**config.mk**
```make
export PLATFORM = sky130hd
export DESIGN_NAME = serial_frame_shifter_flat
export DESIGN_NICKNAME = d
export VERILOG_FILES = /design/src/rtl/serial_frame_shifter_pkg.sv /design/src/rtl/serial_frame_shifter_if.sv /design/src/rtl/serial_frame_shifter_bit_counter.sv /design/src/rtl/serial_frame_shifter.sv /design/src/flat_wrapper.sv
export SDC_FILE = /design/constraint.sdc
export NUM_CORES = 1
export LEC_CHECK = 0
export ABC_AREA = 1
export BUFFER_PORTS_ARGS = -buffer_cell sky130_fd_sc_hd__buf_2
export CORE_MARGIN = 5
export CORE_UTILIZATION = 50
export CTS_BUF_LIST = sky130_fd_sc_hd__clkbuf_4 sky130_fd_sc_hd__clkbuf_8
export DETAILED_ROUTE_END_ITERATION = 10
export GPL_ROUTABILITY_DRIVEN = 0
export PLACE_DENSITY = 0.74
export SLEW_MARGIN = 20
export SYNTH_ARGS = -nofsm -noshare
export SYNTH_HDL_FRONTEND = slang
export SYNTH_SLANG_ARGS = --single-unit
```
**constraint.sdc**
```tcl
create_clock -name clk -period 2.8 [get_ports clk]
set_input_delay 0.28 -clock clk [delete_from_list [all_inputs] [get_ports clk]]
set_output_delay 0.28 -clock clk [all_outputs]
set_load 0.1 [all_outputs]
```
**src/rtl/serial_frame_shifter_pkg.sv**
```systemverilog
// Shared types and helpers for the serial frame shifter and the
// bit-serial detector benches that it feeds.
// Optional feature macro: SER_PARITY_EN (appends an even-parity bit to each frame).
package ser_pkg;

  // Two-state frame controller: waiting for a word, or streaming one out.
  typedef enum logic [0:0] {
    ST_IDLE  = 1'b0,
    ST_SHIFT = 1'b1
  } ser_state_t;

  // Level held on the serial line between frames; the detector benches
  // assume the same resting level.
  localparam logic SER_IDLE_LEVEL = 1'b0;

  // Counter width large enough to hold every frame position 0..frame_len-1
  // with headroom for the frame length itself.
  function automatic int ser_cnt_width(input int frame_len);
    return $clog2(frame_len + 1);
  endfunction

endpackage

```
**src/rtl/serial_frame_shifter_if.sv**
```systemverilog
// Parallel-word valid/ready handshake into the serial frame shifter.
// The master (source) drives the word and its valid; the slave (shifter)
// answers with ready.
interface serial_frame_shifter_if
  import ser_pkg::*;
#(
  parameter int WIDTH = 8
);

  logic [WIDTH-1:0] in_data;
  logic             in_valid;
  logic             in_ready;

  modport master (
    output in_data,
    output in_valid,
    input  in_ready
  );

  modport slave (
    input  in_data,
    input  in_valid,
    output in_ready
  );

endinterface

```
**src/rtl/serial_frame_shifter_bit_counter.sv**
```systemverilog
// Frame position counter for the serial frame shifter. Clears to zero on
// request, advances by one when enabled, and flags the final frame position.
// It saturates at FRAME_LEN-1 so it can never run past the end of a frame.
module ser_bit_counter
  import ser_pkg::*;
#(
  parameter int FRAME_LEN = 8,
  parameter int CNT_W     = ser_cnt_width(FRAME_LEN)
) (
  input  logic clk,
  input  logic reset_n,
  input  logic i_clear,
  input  logic i_inc,
  output logic o_tc
);

  localparam logic [CNT_W-1:0] LAST_POS = CNT_W'(FRAME_LEN - 1);

  logic [CNT_W-1:0] r_count;

  // Position register: clear wins over increment, and increment stops at the last position.
  always_ff @(posedge clk) begin
    if (!reset_n) begin
      r_count <= '0;
    end else if (i_clear) begin
      r_count <= '0;
    end else if (i_inc && (r_count != LAST_POS)) begin
      r_count <= r_count + 1'b1;
    end
  end

  assign o_tc = (r_count == LAST_POS);

endmodule

```
**src/rtl/serial_frame_shifter.sv**
```systemverilog
// Serial frame shifter: accepts parallel words over a valid/ready handshake
// and streams them out one bit per clock, with ser_valid marking payload bits.
// A word offered on the final bit of a frame is taken immediately, so
// back-to-back words form a gapless stream.
// Optional feature macro: SER_PARITY_EN -- each frame gains a trailing
// even-parity bit computed when the word is captured.
module serial_frame_shifter
  import ser_pkg::*;
#(
  parameter int   WIDTH      = 8,
  parameter bit   MSB_FIRST  = 1'b1,
  parameter logic IDLE_LEVEL = SER_IDLE_LEVEL
) (
  input  logic                    clk,
  input  logic                    reset_n,
  serial_frame_shifter_if.slave   s_if,
  output logic                    ser_out,
  output logic                    ser_valid,
  output logic                    busy
);

`ifdef SER_PARITY_EN
  localparam int FRAME_LEN = WIDTH + 1;
`else
  localparam int FRAME_LEN = WIDTH;
`endif

  ser_state_t       r_state;
  ser_state_t       w_next_state;
  logic [WIDTH-1:0] r_sreg;
  logic             w_accept;
  logic             w_tc;
  logic             w_clear;
  logic             w_inc;
  logic             w_data_bit;
`ifdef SER_PARITY_EN
  logic             r_parity;
`endif

  // in_ready is decoded from registered state only, so accept has no
  // combinational loop back through the source's valid.
  assign w_accept   = s_if.in_valid && s_if.in_ready;
  assign w_clear    = w_accept || ((r_state == ST_SHIFT) && w_tc);
  assign w_inc      = (r_state == ST_SHIFT) && !w_tc;
  assign w_data_bit = MSB_FIRST ? r_sreg[WIDTH-1] : r_sreg[0];

  ser_bit_counter #(
    .FRAME_LEN (FRAME_LEN)
  ) u_bit_counter (
    .clk     (clk),
    .reset_n (reset_n),
    .i_clear (w_clear),
    .i_inc   (w_inc),
    .o_tc    (w_tc)
  );

  // State register; reset abandons any partial frame.
  always_ff @(posedge clk) begin
    if (!reset_n) begin
      r_state <= ST_IDLE;
    end else begin
      r_state <= w_next_state;
    end
  end

  // Next state: stay in SHIFT until the last bit, unless a new word is taken there.
  always_comb begin
    w_next_state = ST_IDLE;
    case (r_state)
      ST_IDLE:  w_next_state = w_accept ? ST_SHIFT : ST_IDLE;
      ST_SHIFT: w_next_state = (!w_tc || w_accept) ? ST_SHIFT : ST_IDLE;
      default:  w_next_state = ST_IDLE;
    endcase
  end

  // Shift register load/shift; vacated positions fill with zero.
  always_ff @(posedge clk) begin
    if (!reset_n) begin
      r_sreg <= '0;
    end else if (w_accept) begin
      r_sreg <= s_if.in_data;
    end else if (r_state == ST_SHIFT) begin
      r_sreg <= MSB_FIRST ? {r_sreg[WIDTH-2:0], 1'b0} : {1'b0, r_sreg[WIDTH-1:1]};
    end
  end

`ifdef SER_PARITY_EN
  // Parity of the word, captured alongside it so later shifting cannot disturb it.
  always_ff @(posedge clk) begin
    if (!reset_n) begin
      r_parity <= 1'b0;
    end else if (w_accept) begin
      r_parity <= ^s_if.in_data;
    end
  end
`endif

  // Output decode from state, shift register and terminal-count flag.
  always_comb begin
    s_if.in_ready = 1'b1;
    ser_valid     = 1'b0;
    busy          = 1'b0;
    ser_out       = IDLE_LEVEL;
    case (r_state)
      ST_IDLE: begin
        s_if.in_ready = 1'b1;
      end
      ST_SHIFT: begin
        s_if.in_ready = w_tc;
        ser_valid     = 1'b1;
        busy          = 1'b1;
`ifdef SER_PARITY_EN
        ser_out       = w_tc ? r_parity : w_data_bit;
`else
        ser_out       = w_data_bit;
`endif
      end
      default: begin
        s_if.in_ready = 1'b1;
      end
    endcase
  end

endmodule

```
**src/flat_wrapper.sv**
```systemverilog
// flat-port wrapper written by rule: the top's interface ports become plain ports
module serial_frame_shifter_flat import ser_pkg::*;
#(
  parameter int   WIDTH      = 8,
  parameter bit   MSB_FIRST  = 1'b1,
  parameter logic IDLE_LEVEL = SER_IDLE_LEVEL
)
  (clk, reset_n, ser_out, ser_valid, busy, s_if_in_data, s_if_in_valid, s_if_in_ready);
  serial_frame_shifter_if #(.WIDTH(WIDTH)) s_if_i ();
  input  logic clk;
  input  logic reset_n;
  output logic ser_out;
  output logic ser_valid;
  output logic busy;
  input wire logic [$bits(s_if_i.in_data)-1:0] s_if_in_data;
  input wire logic [$bits(s_if_i.in_valid)-1:0] s_if_in_valid;
  output wire logic [$bits(s_if_i.in_ready)-1:0] s_if_in_ready;
  assign s_if_i.in_data = s_if_in_data;
  assign s_if_i.in_valid = s_if_in_valid;
  assign s_if_in_ready = s_if_i.in_ready;
  serial_frame_shifter #(.WIDTH(WIDTH), .MSB_FIRST(MSB_FIRST), .IDLE_LEVEL(IDLE_LEVEL)) u_core (.clk(clk), .reset_n(reset_n), .s_if(s_if_i), .ser_out(ser_out), .ser_valid(ser_valid), .busy(busy));
endmodule
```
==> flow_metrics.env, run 1 <==
export IMPL_status="complete, no violations"
export IMPL_die_h_um=48.6
export IMPL_hold_viol_final=0
export IMPL_synth_cell_type_count=21
export IMPL_coreArea_mm2=0.00145
export IMPL_period_share_pct=70.7
export IMPL_worst_r2r_setup_slack_ns=1.40
export IMPL_worstRegToRegCells=6
export IMPL_power_density_mw_per_mm2=529
export IMPL_grtUsageMet1_pct=14.6
export IMPL_timing_fmax_ghz=0.505
export IMPL_crit_path_max_incr_delay_ns=0.49
export IMPL_fin_tns_setup_ns=0
export IMPL_root_buffer="clkbuf_4"
export IMPL_portBuffers=14
export IMPL_drt_iter0_drc=4
export IMPL_crit_start="u_core.u_bit_counter.r_count[0]"
export IMPL_fin_nets=124
export IMPL_arrival_ns=1.70
export IMPL_worst_pin_slew_ns=0.487
export IMPL_antenna_found_initial=0
export IMPL_critPathLaunchType="flop"
export IMPL_worstReg2RegEnd="u_core.u_bit_counter.r_count[2]"
export IMPL_power_switching_w=0.000134
export IMPL_r2r_start="u_core.u_bit_counter.r_count[0]"
export IMPL_areaGrowthSynthToFinish_pct=6.90
export IMPL_p_int_w=0.000287
export IMPL_via_per_inst=4.95
export IMPL_power_leakage_nw=0.355
export IMPL_synth_ff_type="dfxtp_1"
export IMPL_grt_remaining_overflow=0
export IMPL_syn_inst=99
export IMPL_ant_nets=0
export IMPL_cts_made_buffers=3
export IMPL_async_reset_ff_share_pct=0
export IMPL_post_route_min_period_ns=1.98
export IMPL_fp_dieW_um=48.6
export IMPL_seq_power_share_pct=48.5
export IMPL_grt_busiest_layer="met2"
export IMPL_path_clk_slew_ns=0.08
export IMPL_cp_end_kind="output pin"
export IMPL_synth_edff_count=0
export IMPL_cts_setup_buffers=0
export IMPL_netlist_area_leader_share_pct=35.0
export IMPL_final_area_um2=795
export IMPL_rsz0062_at_grt="no"
export IMPL_use_met2_pct=20.0
export IMPL_combPwrFrac_pct=22.0
export IMPL_critical_path_class="flop to output pin"
export IMPL_wirelength_um=1360
export IMPL_post_cts_resized=0
export IMPL_yosys_top_cells_count="nor2_1, dfxtp_1, nand2_1, a21oi_1, inv_1"
export IMPL_crit_required_ns=2.52
export IMPL_wire_per_inst_um=10.7
export IMPL_worst_ir_drop_vdd_v=0.000302
export IMPL_grt_pass1_vias=563
export IMPL_vias=629
export IMPL_path_cells="ha_1, nand3_2, nand2_4, buf_2"
export IMPL_hold_buffers=0
export IMPL_fin_skew_ns=0.000744
export IMPL_syn_nets=111
export IMPL_drc_errors=0
export IMPL_diodes=0
export IMPL_hold_class="input pin to flop"
export IMPL_layout_drive_gt1_share_pct=28.8
export IMPL_rows=14
export IMPL_cp_max_fo=24
export IMPL_synthesis_area_um2=743
export IMPL_grt_pass1_wl_um=2350
export IMPL_cts_buffer_depth=2
export IMPL_placed_cell_area_um2=764
export IMPL_yosys_cell_count_top_type="nor2_1"
export IMPL_finalSetupViolations=0
export IMPL_clkPwrFrac_pct=29.5
export IMPL_grt_met3_usage_pct=3.07
export IMPL_yosysSeqAreaShare_pct=35.0
export IMPL_ys_top_cells_by_area="dfxtp_1, nor2_1, nand3_2"
export IMPL_grt_max_degree=25
export IMPL_die_area_mm2=0.00236
export IMPL_cpMaxStageDelayCell="buf_2"
export IMPL_cp_endpoint="s_if_in_ready"
export IMPL_synth_warnings=0
export IMPL_dpl_hpwl_um=994
export IMPL_grtUsageTotal_pct=12.1
export IMPL_worst_skew_pair_late_latency_ns=0.27
export IMPL_ioPinCount=15
export IMPL_relSlewSlack_pct=67.8
export IMPL_syn_avg_cell_area_um2=7.51
export IMPL_final_max_slew_violation_count=0
export IMPL_synth_top_area_cell="dfxtp_1"
export IMPL_cap_violations=0
export IMPL_start_util_pct=51.1
export IMPL_ys_ff_latch=13
export IMPL_dr_pass1_iters=4
export IMPL_cts_tree="built"
export IMPL_clock_tree_htree_level_count=1
export IMPL_cts_sinks=13
export IMPL_swShare_pct=31.8
[critical path: cells and delay by family, from the launching register on]
family                     cells  cell delay (ns)
adders and majority gates      1             0.21
buffers and inverters          1             0.49
DFF                            1             0.37
and+or+nand+nor                2             0.35
[layout by cell type, fill, tap and decap left out]
master / instances
a21oi_1: 10
or2_1: 1
o21ai_0: 5
nand3_1: 4
o21ai_2: 1
dfxtp_1: 13
nand3_2: 6
a21oi_2: 2
clkbuf_4: 4
xnor2_1: 1
o21ai_1: 3
nor2_1: 18
nor2_2: 1
nor2_4: 1
buf_2: 14
nand2_1: 13
nand2_4: 1
inv_1: 10
ha_1: 1
inv_2: 2
[cell type report]
cell class                 instances  area [um^2]
clock buffer                       4         30.0
inverter                          12         45.0
sequential                        13          260
timing repair buffer              14         70.1
fill                             163          659
tap                               16         20.0
multi-input combinational         68          369
[power by group through the flow]
| stage | clock, W | combinational [W] | sequential [W] |
|---|---|---|---|
| 5_1_grt | 0.000142 | 0.000103 | 0.000205 |
| 4_1_cts | 0.000128 | 0.0000933 | 0.000204 |
| 6_report | 0.000124 | 0.0000926 | 0.000204 |
| 3_3_place_gp | 0 | 0.0000914 | 0.000207 |
| 2_1_floorplan | 0 | 0.0000780 | 0.000214 |
| 3_5_place_dp | 0 | 0.0000929 | 0.000208 |
[through the flow]
stage	total power (W)	hold WS (ns)	std cells	utilization, %	setup WS (ns)
finish	0.000420	0.274	127	54.6	0.820
global route	0.000450	0.264	127	54.6	0.712
CTS	0.000425	0.268	127	54.6	0.810
detailed placement	0.000301	0.468	123	52.6	1.11
global placement	0.000299	0.457	123	52.6	1.16
floorplan	0.000292	0.412	99	-	0.718
[state kept, by name (all words and copies together) (netlist names)]
name and cells:
u_core.r_sreg 8, u_core.u_bit_counter.r_count 4, u_core.r_state 1
[layer usage]
metal | routed length (um) | part of all wire (%)
met1 | 599 | 44
met2 | 683 | 50
met3 | 48 | 3.5
met4 | 25 | 1.8
met5 | 0 | 0
[kinds of logic after synthesis]
group / after synthesis / synth area share (%)
and+or+nand+nor: 45 / 31.1
adders and majority gates: 1 / 1.68
buffers and inverters: 18 / 15.3
AOI/OAI and AO/OA: 21 / 15.7
xor gates and xnor gates: 1 / 1.18
DFF: 13 / 35.0
[worst min path at each step]
stage	startpoint	to	slack, ns	depth (start not counted)
floorplan	reset_n	u_core.r_sreg[0]	0.41	2
global placement	u_core.r_sreg[0]	u_core.r_sreg[0]	0.46	2
detailed placement	u_core.r_sreg[0]	u_core.r_sreg[0]	0.47	2
CTS	s_if_in_data[0]	u_core.r_sreg[0]	0.27	3
global route	s_if_in_data[0]	u_core.r_sreg[0]	0.26	3
finish	s_if_in_data[0]	u_core.r_sreg[0]	0.27	3
No activity file was read; power rests on OpenSTA's default activity.
==> run 2: changes to the inputs <==
--- a/config.mk
+++ b/config.mk
@@ -12,7 +12,7 @@
 export CTS_BUF_LIST = sky130_fd_sc_hd__clkbuf_4 sky130_fd_sc_hd__clkbuf_8
 export DETAILED_ROUTE_END_ITERATION = 10
 export GPL_ROUTABILITY_DRIVEN = 0
-export PLACE_DENSITY = 0.74
+export PLACE_DENSITY = 0.77
 export SLEW_MARGIN = 20
 export SYNTH_ARGS = -nofsm -noshare
 export SYNTH_HDL_FRONTEND = slang
==> constraint.sdc (replaced) <==
create_clock -name clk -period 1.61 [get_ports clk]
set_input_delay 0.161 -clock clk [delete_from_list [all_inputs] [get_ports clk]]
set_output_delay 0.161 -clock clk [all_outputs]
set_load 0.1 [all_outputs]
==> flow_metrics.env, run 2 (same netlist as run 1, synthesis figures left out) <==
export IMPL_cts_buffer_depth=2
export IMPL_drc_errors=0
export IMPL_timing_fmax_ghz=0.661
export IMPL_grt_remaining_overflow=0
export IMPL_diodes=0
export IMPL_worst_skew_pair_late_latency_ns=0.27
export IMPL_grt_max_degree=25
export IMPL_coreArea_mm2=0.00145
export IMPL_critical_path_class="flop to output pin"
export IMPL_portBuffers=14
export IMPL_grt_pass1_wl_um=2480
export IMPL_power_density_mw_per_mm2=879
export IMPL_fin_nets=127
export IMPL_fillCellCount=152
export IMPL_wirelength_um=1460
export IMPL_dpl_hpwl_um=1020
export IMPL_rsz0062_at_grt="no"
export IMPL_die_area_mm2=0.00236
export IMPL_drt_iter0_drc=11
export IMPL_finalSetupViolations=0
export IMPL_areaGrowthSynthToFinish_pct=15.5
export IMPL_root_buffer="clkbuf_4"
export IMPL_dr_pass1_iters=4
export IMPL_ioPinCount=15
export IMPL_cp_end_kind="output pin"
export IMPL_final_common_cell="nor2_1"
export IMPL_critPathLaunchType="flop"
export IMPL_power_leakage_nw=0.383
export IMPL_cap_violations=0
export IMPL_antenna_found_initial=0
export IMPL_grtUsageTotal_pct=12.8
export IMPL_fin_skew_ns=0.00482
export IMPL_largest_reg_flops=8
export IMPL_stdcell_count=130
export IMPL_worst_pin_slew_ns=0.486
export IMPL_hold_viol_final=0
export IMPL_arrival_ns=1.35
export IMPL_cts_tree="built"
export IMPL_largest_register="u_core.r_sreg"
export IMPL_dpl_cell_count=124
export IMPL_via_per_inst=5.02
export IMPL_top_regs="u_core.r_sreg: 8 flops, u_core.u_bit_counter.r_count: 4 flops, u_core.r_state: 1 flops"
export IMPL_status="complete, no violations"
export IMPL_vias=653
export IMPL_mostFrequentLayoutCells="nor2_1, nand2_1, buf_2, dfxtp_1"
export IMPL_final_max_slew_violation_count=0
export IMPL_post_route_min_period_ns=1.51
export IMPL_whs_ns=0.159
export IMPL_period_share_pct=94.0
export IMPL_hold_class="input pin to flop"
export IMPL_relSlewSlack_pct=67.8
export IMPL_cts_sinks=13
export IMPL_wire_per_inst_um=11.3
export IMPL_fin_tns_setup_ns=0
export IMPL_fp_dieW_um=48.6
export IMPL_path_clk_slew_ns=0.08
export IMPL_grt_pass1_vias=593
export IMPL_ant_nets=0
export IMPL_clock_tree_htree_level_count=1
export IMPL_cts_made_buffers=3
export IMPL_start_util_pct=51.1
export IMPL_cp_max_fo=4
export IMPL_die_h_um=48.6
export IMPL_layout_drive_gt1_share_pct=31.6
export IMPL_worst_ir_drop_vdd_v=0.000568
export IMPL_rows=14
export IMPL_crit_required_ns=1.45
## run 2: changes by cell type in the layout (fill, tap and decap cells not counted)
cell     before  now
dfxtp_2       0    1
nand2_8       0    1
buf_4         0    1
buf_2        14   13
dfxtp_1      13   12
buf_12        0    2
## run 2: routing by layer
layer / GRT usage [%] / routed length (um) / vias to the layer above
met3: 2.76 / 59 / 4
met4: 8.07 / 34 / 0
met5: 0 / 0 / -
li1: - / - / 346
met2: 21.5 / 745 / 11
met1: 14.4 / 623 / 292
## run 2: cell type report
type	count	area (um^2)	area share, %
clock buffers	4	30.0	3.50
inverters	12	45.0	5.25
multi-input cells	69	389	45.3
flip-flops and latches	13	262	30.5
well taps	16	20.0	2.33
repair buffers	16	113	13.1
## run 2: per-stage QoR
stage	worst slack [ns]	instance area, um^2	utilization, %	power, W
2_1_floorplan	0.0233	744	-	0.000508
3_3_place_gp	0.287	788	54.2	0.000528
3_5_place_dp	0.207	788	54.2	0.000532
4_1_cts	0.0231	827	56.9	0.000751
5_1_grt	0.0354	858	59.0	0.000792
6_report	0.0969	858	59.0	0.000755
## run 2: worst paths after layout
kind	start	to	slack, ns	cells past startpoint
worst max-delay path	u_core.u_bit_counter.r_count[0]	s_if_in_ready	0.1	4
worst max register to register	u_core.u_bit_counter.r_count[0]	u_core.u_bit_counter.r_count[2]	0.18	7
worst min register to register	u_core.r_sreg[0]	u_core.r_sreg[0]	0.48	2
worst min-delay path	s_if_in_data[0]	u_core.r_sreg[0]	0.16	3
## run 2: critical path, stage by stage, from the launching register on
cell and delay [ns]:
dfxtp_1 0.37, ha_1 0.22, nand3_2 0.18, nand2_8 0.13, buf_12 0.17
## run 2: repair_timing
action | in CTS | in global routing
pin swaps | 0 | 1
hold endpoints to repair | 0 | 0
hold buffers | 0 | 0
endpoints found under the setup margin | 1 | 1
buffers inserted | 0 | 1
gates resized for setup | 1 | 0
cloned | 0 | 1
## run 2: where the power goes
part	leakage (nW)	internal (W)	switching (W)
Combinational	0.258	0.0000597	0.000122
Clock	0.0184	0.000113	0.000103
Sequential	0.107	0.000342	0.0000157
